**src/rtl/l2_coherence_responder.sv**
```systemverilog
// -----------------------------------------------------------------------------
// l2_coherence_responder
//
// Shared L2 that services L1 read misses and write-throughs from NPROC cores,
// one request at a time. The L2 is direct-mapped with one DATA_W word per line
// and allocates on writes. A per-line sharer mask records which L1s hold the
// line. That mask drives two kinds of pulse:
//   - a write-update broadcast to the other sharers when a write hits
//   - an invalidate to the old sharers when a valid line is evicted
// Backing memory is reached through a simple req/ack port.
//
// Ports
//   clk, rst                  clock; synchronous active-high reset
//   req_valid/req_ready       request handshake (ready only while idle)
//   req_write/req_proc/
//   req_addr/req_wdata        request kind, core id, word address, write data
//   rsp_valid/rsp_hit/
//   rsp_data                  completion pulse, hit flag, read or echoed data
//   upd_valid/upd_mask/
//   upd_addr/upd_data         write-update pulse to the other sharer L1s
//   inv_valid/inv_mask/
//   inv_addr                  eviction-invalidate pulse to the old sharers
//   mem_req/mem_we/mem_addr/
//   mem_wdata/mem_ack/
//   mem_rdata                 backing-memory port, request held until ack
//
// The FSM walks IDLE -> LOOKUP -> {RESP | MEM_RD | MEM_WR} -> RESP -> IDLE.
// Every output is registered. Each output is set on the clock edge that
// enters the state in which the output must be visible.
// -----------------------------------------------------------------------------
module l2_coherence_responder #(
    parameter int DATA_W  = 64,
    parameter int ADDR_W  = 32,
    parameter int INDEX_W = 4,
    parameter int NPROC   = 4,
    parameter int PROC_W  = 2
) (
    input  logic              clk,
    input  logic              rst,

    input  logic              req_valid,
    output logic              req_ready,
    input  logic              req_write,
    input  logic [PROC_W-1:0] req_proc,
    input  logic [ADDR_W-1:0] req_addr,
    input  logic [DATA_W-1:0] req_wdata,

    output logic              rsp_valid,
    output logic              rsp_hit,
    output logic [DATA_W-1:0] rsp_data,

    output logic              upd_valid,
    output logic [NPROC-1:0]  upd_mask,
    output logic [ADDR_W-1:0] upd_addr,
    output logic [DATA_W-1:0] upd_data,

    output logic              inv_valid,
    output logic [NPROC-1:0]  inv_mask,
    output logic [ADDR_W-1:0] inv_addr,

    output logic              mem_req,
    output logic              mem_we,
    output logic [ADDR_W-1:0] mem_addr,
    output logic [DATA_W-1:0] mem_wdata,
    input  logic              mem_ack,
    input  logic [DATA_W-1:0] mem_rdata
);

    localparam int TAG_W  = ADDR_W - INDEX_W;
    localparam int NLINES = 1 << INDEX_W;

    typedef enum logic [2:0] {
        IDLE,
        LOOKUP,
        MEM_RD,
        MEM_WR,
        RESP
    } state_t;

    state_t state;

    // Line storage.
    logic [DATA_W-1:0] line_data    [NLINES];
    logic [TAG_W-1:0]  line_tag     [NLINES];
    logic [NLINES-1:0] line_valid;
    logic [NPROC-1:0]  line_sharers [NLINES];

    // Request captured at accept time, plus the lookup result for it.
    logic              cur_write;
    logic [PROC_W-1:0] cur_proc;
    logic [ADDR_W-1:0] cur_addr;
    logic [DATA_W-1:0] cur_wdata;
    logic              cur_hit;

    // Decode of the incoming request. It is used on the accept edge so that
    // the lookup result and any invalidate are already registered in LOOKUP.
    logic [INDEX_W-1:0] req_idx;
    logic [TAG_W-1:0]   req_tag;
    logic               lookup_hit;
    logic               evict_valid;

    assign req_idx     = req_addr[INDEX_W-1:0];
    assign req_tag     = req_addr[ADDR_W-1:INDEX_W];
    assign lookup_hit  = line_valid[req_idx] && (line_tag[req_idx] == req_tag);
    assign evict_valid = line_valid[req_idx] && !lookup_hit;

    // Decode of the request held for the rest of the transaction.
    logic [INDEX_W-1:0] cur_idx;
    logic [TAG_W-1:0]   cur_tag;
    logic [NPROC-1:0]   cur_bit;
    logic [NPROC-1:0]   other_sharers;

    assign cur_idx       = cur_addr[INDEX_W-1:0];
    assign cur_tag       = cur_addr[ADDR_W-1:INDEX_W];
    assign cur_bit       = NPROC'(1) << cur_proc;
    assign other_sharers = line_sharers[cur_idx] & ~cur_bit;

    // NOTE: every register in this block takes a non-blocking assignment, so
    // each right-hand side reads the value from before the edge. For example,
    // the write-update mask is formed from the sharer mask as it was before
    // this edge ORs the writer into it.
    always_ff @(posedge clk) begin
        if (rst) begin
            state      <= IDLE;
            req_ready  <= 1'b1;
            rsp_valid  <= 1'b0;
            rsp_hit    <= 1'b0;
            rsp_data   <= '0;
            upd_valid  <= 1'b0;
            upd_mask   <= '0;
            upd_addr   <= '0;
            upd_data   <= '0;
            inv_valid  <= 1'b0;
            inv_mask   <= '0;
            inv_addr   <= '0;
            mem_req    <= 1'b0;
            mem_we     <= 1'b0;
            mem_addr   <= '0;
            mem_wdata  <= '0;
            cur_write  <= 1'b0;
            cur_proc   <= '0;
            cur_addr   <= '0;
            cur_wdata  <= '0;
            cur_hit    <= 1'b0;
            // NOTE: only the valid and sharer bits are cleared. line_data and
            // line_tag are never read while valid is 0, so resetting them would
            // only add reset muxing to a RAM-like array.
            line_valid <= '0;
            for (int i = 0; i < NLINES; i++) begin
                line_sharers[i] <= '0;
            end
        end else begin
            // Pulse outputs default low and are raised only for the one cycle
            // that needs them.
            rsp_valid <= 1'b0;
            upd_valid <= 1'b0;
            inv_valid <= 1'b0;

            case (state)
                IDLE: begin
                    if (req_valid) begin
                        cur_write <= req_write;
                        cur_proc  <= req_proc;
                        cur_addr  <= req_addr;
                        cur_wdata <= req_wdata;
                        cur_hit   <= lookup_hit;
                        req_ready <= 1'b0;
                        state     <= LOOKUP;
                        // A valid line with a different tag is evicted. Its
                        // sharers are told in the LOOKUP cycle. No pulse is
                        // sent when nobody shares the line.
                        if (evict_valid && (line_sharers[req_idx] != '0)) begin
                            inv_valid <= 1'b1;
                            inv_mask  <= line_sharers[req_idx];
                            inv_addr  <= {line_tag[req_idx], req_idx};
                        end
                    end
                end

                LOOKUP: begin
                    if (cur_write) begin
                        mem_req   <= 1'b1;
                        mem_we    <= 1'b1;
                        mem_addr  <= cur_addr;
                        mem_wdata <= cur_wdata;
                        state     <= MEM_WR;
                    end else if (cur_hit) begin
                        rsp_valid             <= 1'b1;
                        rsp_hit               <= 1'b1;
                        rsp_data              <= line_data[cur_idx];
                        line_sharers[cur_idx] <= line_sharers[cur_idx] | cur_bit;
                        state                 <= RESP;
                    end else begin
                        mem_req  <= 1'b1;
                        mem_we   <= 1'b0;
                        mem_addr <= cur_addr;
                        state    <= MEM_RD;
                    end
                end

                MEM_RD: begin
                    // mem_ack counts in the first cycle that mem_req is high.
                    if (mem_ack) begin
                        mem_req               <= 1'b0;
                        line_data[cur_idx]    <= mem_rdata;
                        line_tag[cur_idx]     <= cur_tag;
                        line_valid[cur_idx]   <= 1'b1;
                        line_sharers[cur_idx] <= cur_bit;
                        rsp_valid             <= 1'b1;
                        rsp_hit               <= 1'b0;
                        rsp_data              <= mem_rdata;
                        state                 <= RESP;
                    end
                end

                MEM_WR: begin
                    if (mem_ack) begin
                        mem_req             <= 1'b0;
                        mem_we              <= 1'b0;
                        line_data[cur_idx]  <= cur_wdata;
                        line_tag[cur_idx]   <= cur_tag;
                        line_valid[cur_idx] <= 1'b1;
                        if (cur_hit) begin
                            line_sharers[cur_idx] <= line_sharers[cur_idx] | cur_bit;
                            // Every other L1 holding the line gets the new
                            // word in the same cycle as the response.
                            if (other_sharers != '0) begin
                                upd_valid <= 1'b1;
                                upd_mask  <= other_sharers;
                                upd_addr  <= cur_addr;
                                upd_data  <= cur_wdata;
                            end
                        end else begin
                            line_sharers[cur_idx] <= cur_bit;
                        end
                        rsp_valid <= 1'b1;
                        rsp_hit   <= cur_hit;
                        rsp_data  <= cur_wdata;
                        state     <= RESP;
                    end
                end

                RESP: begin
                    req_ready <= 1'b1;
                    state     <= IDLE;
                end

                default: begin
                    req_ready <= 1'b1;
                    state     <= IDLE;
                end
            endcase
        end
    end

endmodule
```
**config.mk**
```make
export PLATFORM = sky130hd
export DESIGN_NAME = l2_coherence_responder
export DESIGN_NICKNAME = d
export VERILOG_FILES = /design/src/rtl/l2_coherence_responder.sv
export SDC_FILE = /design/constraint.sdc
export NUM_CORES = 2
export LEC_CHECK = 0
export ABC_AREA = 1
export CAP_MARGIN = 20
export CORE_MARGIN = 2
export CORE_UTILIZATION = 40
export CTS_BUF_LIST = sky130_fd_sc_hd__clkbuf_8
export DETAILED_ROUTE_END_ITERATION = 6
export PLACE_DENSITY = 0.64
export SLEW_MARGIN = 20
export SYNTH_ARGS = -nofsm -noshare
export SYNTH_HDL_FRONTEND = slang
export SYNTH_SLANG_ARGS = --single-unit
```
**constraint.sdc**
```tcl
create_clock -name clk -period 7.5 [get_ports clk]
set_input_delay 1.5 -clock clk [delete_from_list [all_inputs] [get_ports clk]]
set_output_delay 1.5 -clock clk [all_outputs]
set_load 0.02 [all_outputs]
```
==> flow_summary.json <==
{
  "dieHeight_um": 445,
  "grt_pass1_vias": 54700,
  "area_growth_syn_to_layout_pct": 17.3,
  "syn_inst": 6923,
  "drtPass1Iterations": 6,
  "cts-buffers-inserted": 338,
  "critical_path_arrival_ns": 5.79,
  "worst-path-max-fanout": 76,
  "cts_tree": "done",
  "synth_area_leaders": "edfxtp_1 59%, dfxtp_1 11%, o21ai_0 6.6%, nand2_1 4.7%, nor2_1 3.7%",
  "startpoint_type": "register",
  "worstHoldEndpoint": "line_valid[12]$_SDFFE_PP0P_",
  "outcome": "completed",
  "hold_viol": 0,
  "end_kind": "register",
  "cellLeakagePower_nw": 32.5,
  "slew_viol_final": 0,
  "ios": 470,
  "vdd_drop_max_uv": 219,
  "layout-drive-gt1-share_pct": 7.69,
  "post_cts_resized": 0,
  "yosysSeqAreaShare_pct": 70.2,
  "reg2reg_slack_ns": 2.66,
  "grt_start_max_net_pins": 247,
  "placed_cell_area_um2": 85000,
  "gp_congestion": 0.837,
  "setup_viol": 0,
  "tightest_slew_ns": 1.19,
  "fin_area_um2": 91300,
  "core_um2": 193000,
  "syn_nets": 7090,
  "synth_top_family_by_area": "compound AO/OA/AOI/OAI gates",
  "layout_commonest_cell": "edfxtp_1",
  "ys_types": 32,
  "slew_headroom_pct": 20.8,
  "drtIter0Drc": 5424,
  "synth-seq-cells": 1962,
  "postCtsHoldBufs": 0,
  "num_rows": 161,
  "synth_area_um2": 77800,
  "hp-class": "register to register",
  "cts_root_buf": "clkbuf_8",
  "start_util_pct": 40.3,
  "gr-total-overflow": 0,
  "die_area_um2": 198000,
  "setup_tns_ns": 0,
  "yosysWarnings": 0,
  "globalRouteTotalUtil_pct": 24.1,
  "power_density_nw_per_um2": 312,
  "vias": 56400,
  "synthSimpleGateAreaFrac_pct": 10.9,
  "io_buffers": 469,
  "path_clk_slew_ns": 0.07,
  "min_period_over_period_pct": 64.5,
  "rsz0062_at_grt": "no",
  "finClkSkew_ns": 0.108,
  "avgSynthCellArea_um2": 11.2,
  "viasPerCell": 5.58,
  "hold_path_depth": 2,
  "final_cell_mix": "1536 x edfxtp_1, 998 x o21ai_0, 965 x nand2_1, 736 x nor2_1, 494 x inv_1",
  "synth-xor-area-share_pct": 0,
  "cts.sinks": 1962,
  "nNetsFinal": 7504,
  "rr_endpoint": "upd_addr[29]$_SDFFE_PP0P_",
  "grt_first_pass_wirelength_um": 356000,
  "post-cts-setup-buffer-count": 0,
  "max_clock_freq_mhz": 207,
  "drc_errors": 0,
  "ant_nets": 0,
  "clock_path_buffers": 4,
  "clkLatencyLatePin_ns": 1.07,
  "crit_required_ns": 8.45,
  "synth_largest_area_cell": "edfxtp_1",
  "hpwl_um": 132000,
  "htree_num_levels": 5,
  "drt-wirelength-per-cell_um": 24.2,
  "maxCapViolCount": 0,
  "antenna_found_initial": 8,
  "synth_compound_area_share_pct": 14.3,
  "crit_type": "register to register",
  "fp.dieW_um": 445,
  "reg2regPathDepth": 12,
  "routed_wl_um": 245000,
  "worstHoldStart": "line_valid[12]$_SDFFE_PP0P_",
  "fin_crit_ns": 4.84,
  "final_util_pct": 47.3,
  "synth_top_area_share_pct": 59.3,
  "synthAdderAreaFrac_pct": 0,
  "synth_mux_area_share_pct": 0,
  "p_total_mw": 28.5
}
[layer usage]
layer,global-route usage [%],part of all wire (%)
met2,40.1,48
met5,0,0.0045
met1,29.5,38
met4,14.0,6.1
met3,4.09,7.5
[synthesized netlist by cell type]
library cell / n
o211ai_1: 133
clkinv_1: 4
clkbuf_2: 2
a21oi_4: 1
nand4_1: 1
inv_1: 371
a21oi_1: 443
a221oi_1: 64
buf_6: 4
nand3b_1: 10
buf_4: 10
nor3_2: 1
a311oi_1: 1
buf_2: 113
buf_1: 25
inv_2: 4
o21ai_0: 1027
o31ai_1: 1
nor2_2: 2
o21ai_1: 10
a31oi_1: 1
edfxtp_1: 1536
o221ai_1: 178
nand2_1: 967
nor3_1: 3
nand3_1: 377
nand2_2: 1
o22ai_1: 86
a22oi_1: 4
clkbuf_1: 359
dfxtp_1: 426
nor2_1: 758
[stage by stage]
step	hold WS (ns)	cells	setup slack, ns
2_1_floorplan	0.423	6923	0.975
3_5_place_dp	0.447	9521	1.73
4_1_cts	0.462	10100	2.62
3_3_place_gp	0.442	9521	1.87
5_1_grt	0.496	10100	2.33
6_report	0.468	10100	2.66
[registers in the layout, summed over array words and instances (netlist names), 64 cells and up, named ones only]
register,flops
upd_data,64
line_tag,448
cur_wdata,64
rsp_data,64
line_sharers,64
line_data,1024
mem_wdata,64
[logic make-up after synthesis]
group,Yosys count
compound gates,1949
simple gates,2120
buf+inv,892
flops,1962
[cell type report]
type / instances / area, um2
clock buffers: 374 / 5150
clock inverters: 221 / 1050
inverters: 379 / 1470
repair buffers: 587 / 5970
diodes: 4 / 10.0
well taps: 2526 / 3160
flip-flops and latches: 1962 / 54700
multi-input cells: 4069 / 19800
fillers: 17400 / 102000
[worst max-delay path by stage]
stage | startpoint | to | slack [ns] | cells after the start
floorplan | rst | line_data[4][0]$_DFFE_PP_ | 0.97 | 5
global placement | rst | line_data[11][31]$_DFFE_PP_ | 1.87 | 9
detailed placement | rst | line_data[11][31]$_DFFE_PP_ | 1.73 | 9
CTS | register | upd_data[40]$_SDFFE_PP0P_ | 2.62 | 12
global route | register | upd_addr[15]$_SDFFE_PP0P_ | 2.33 | 12
finish | register | upd_addr[29]$_SDFFE_PP0P_ | 2.66 | 12
[report_power, final]
part           internal [mW]  total [mW]  switching, mW
clock                   4.76        9.04           4.29
sequential              12.5        13.0          0.512
combinational           1.79        6.45           4.66
total                   19.1        28.5           9.46
[critical path, cell delays in order, from the launching register on]
cell and delay, ns:
dfxtp_4 0.33, buf_4 0.69, clkinv_2 0.96, nand3_1 0.39
nand3_1 0.15, nand2_1 0.19, o21ai_0 0.22, nand4_1 0.17
nand2_1 0.17, inv_6 0.26, buf_4 0.65, o21ai_0 0.19
a21oi_1 0.16
Note: power is estimated with default switching activity, not from simulation.
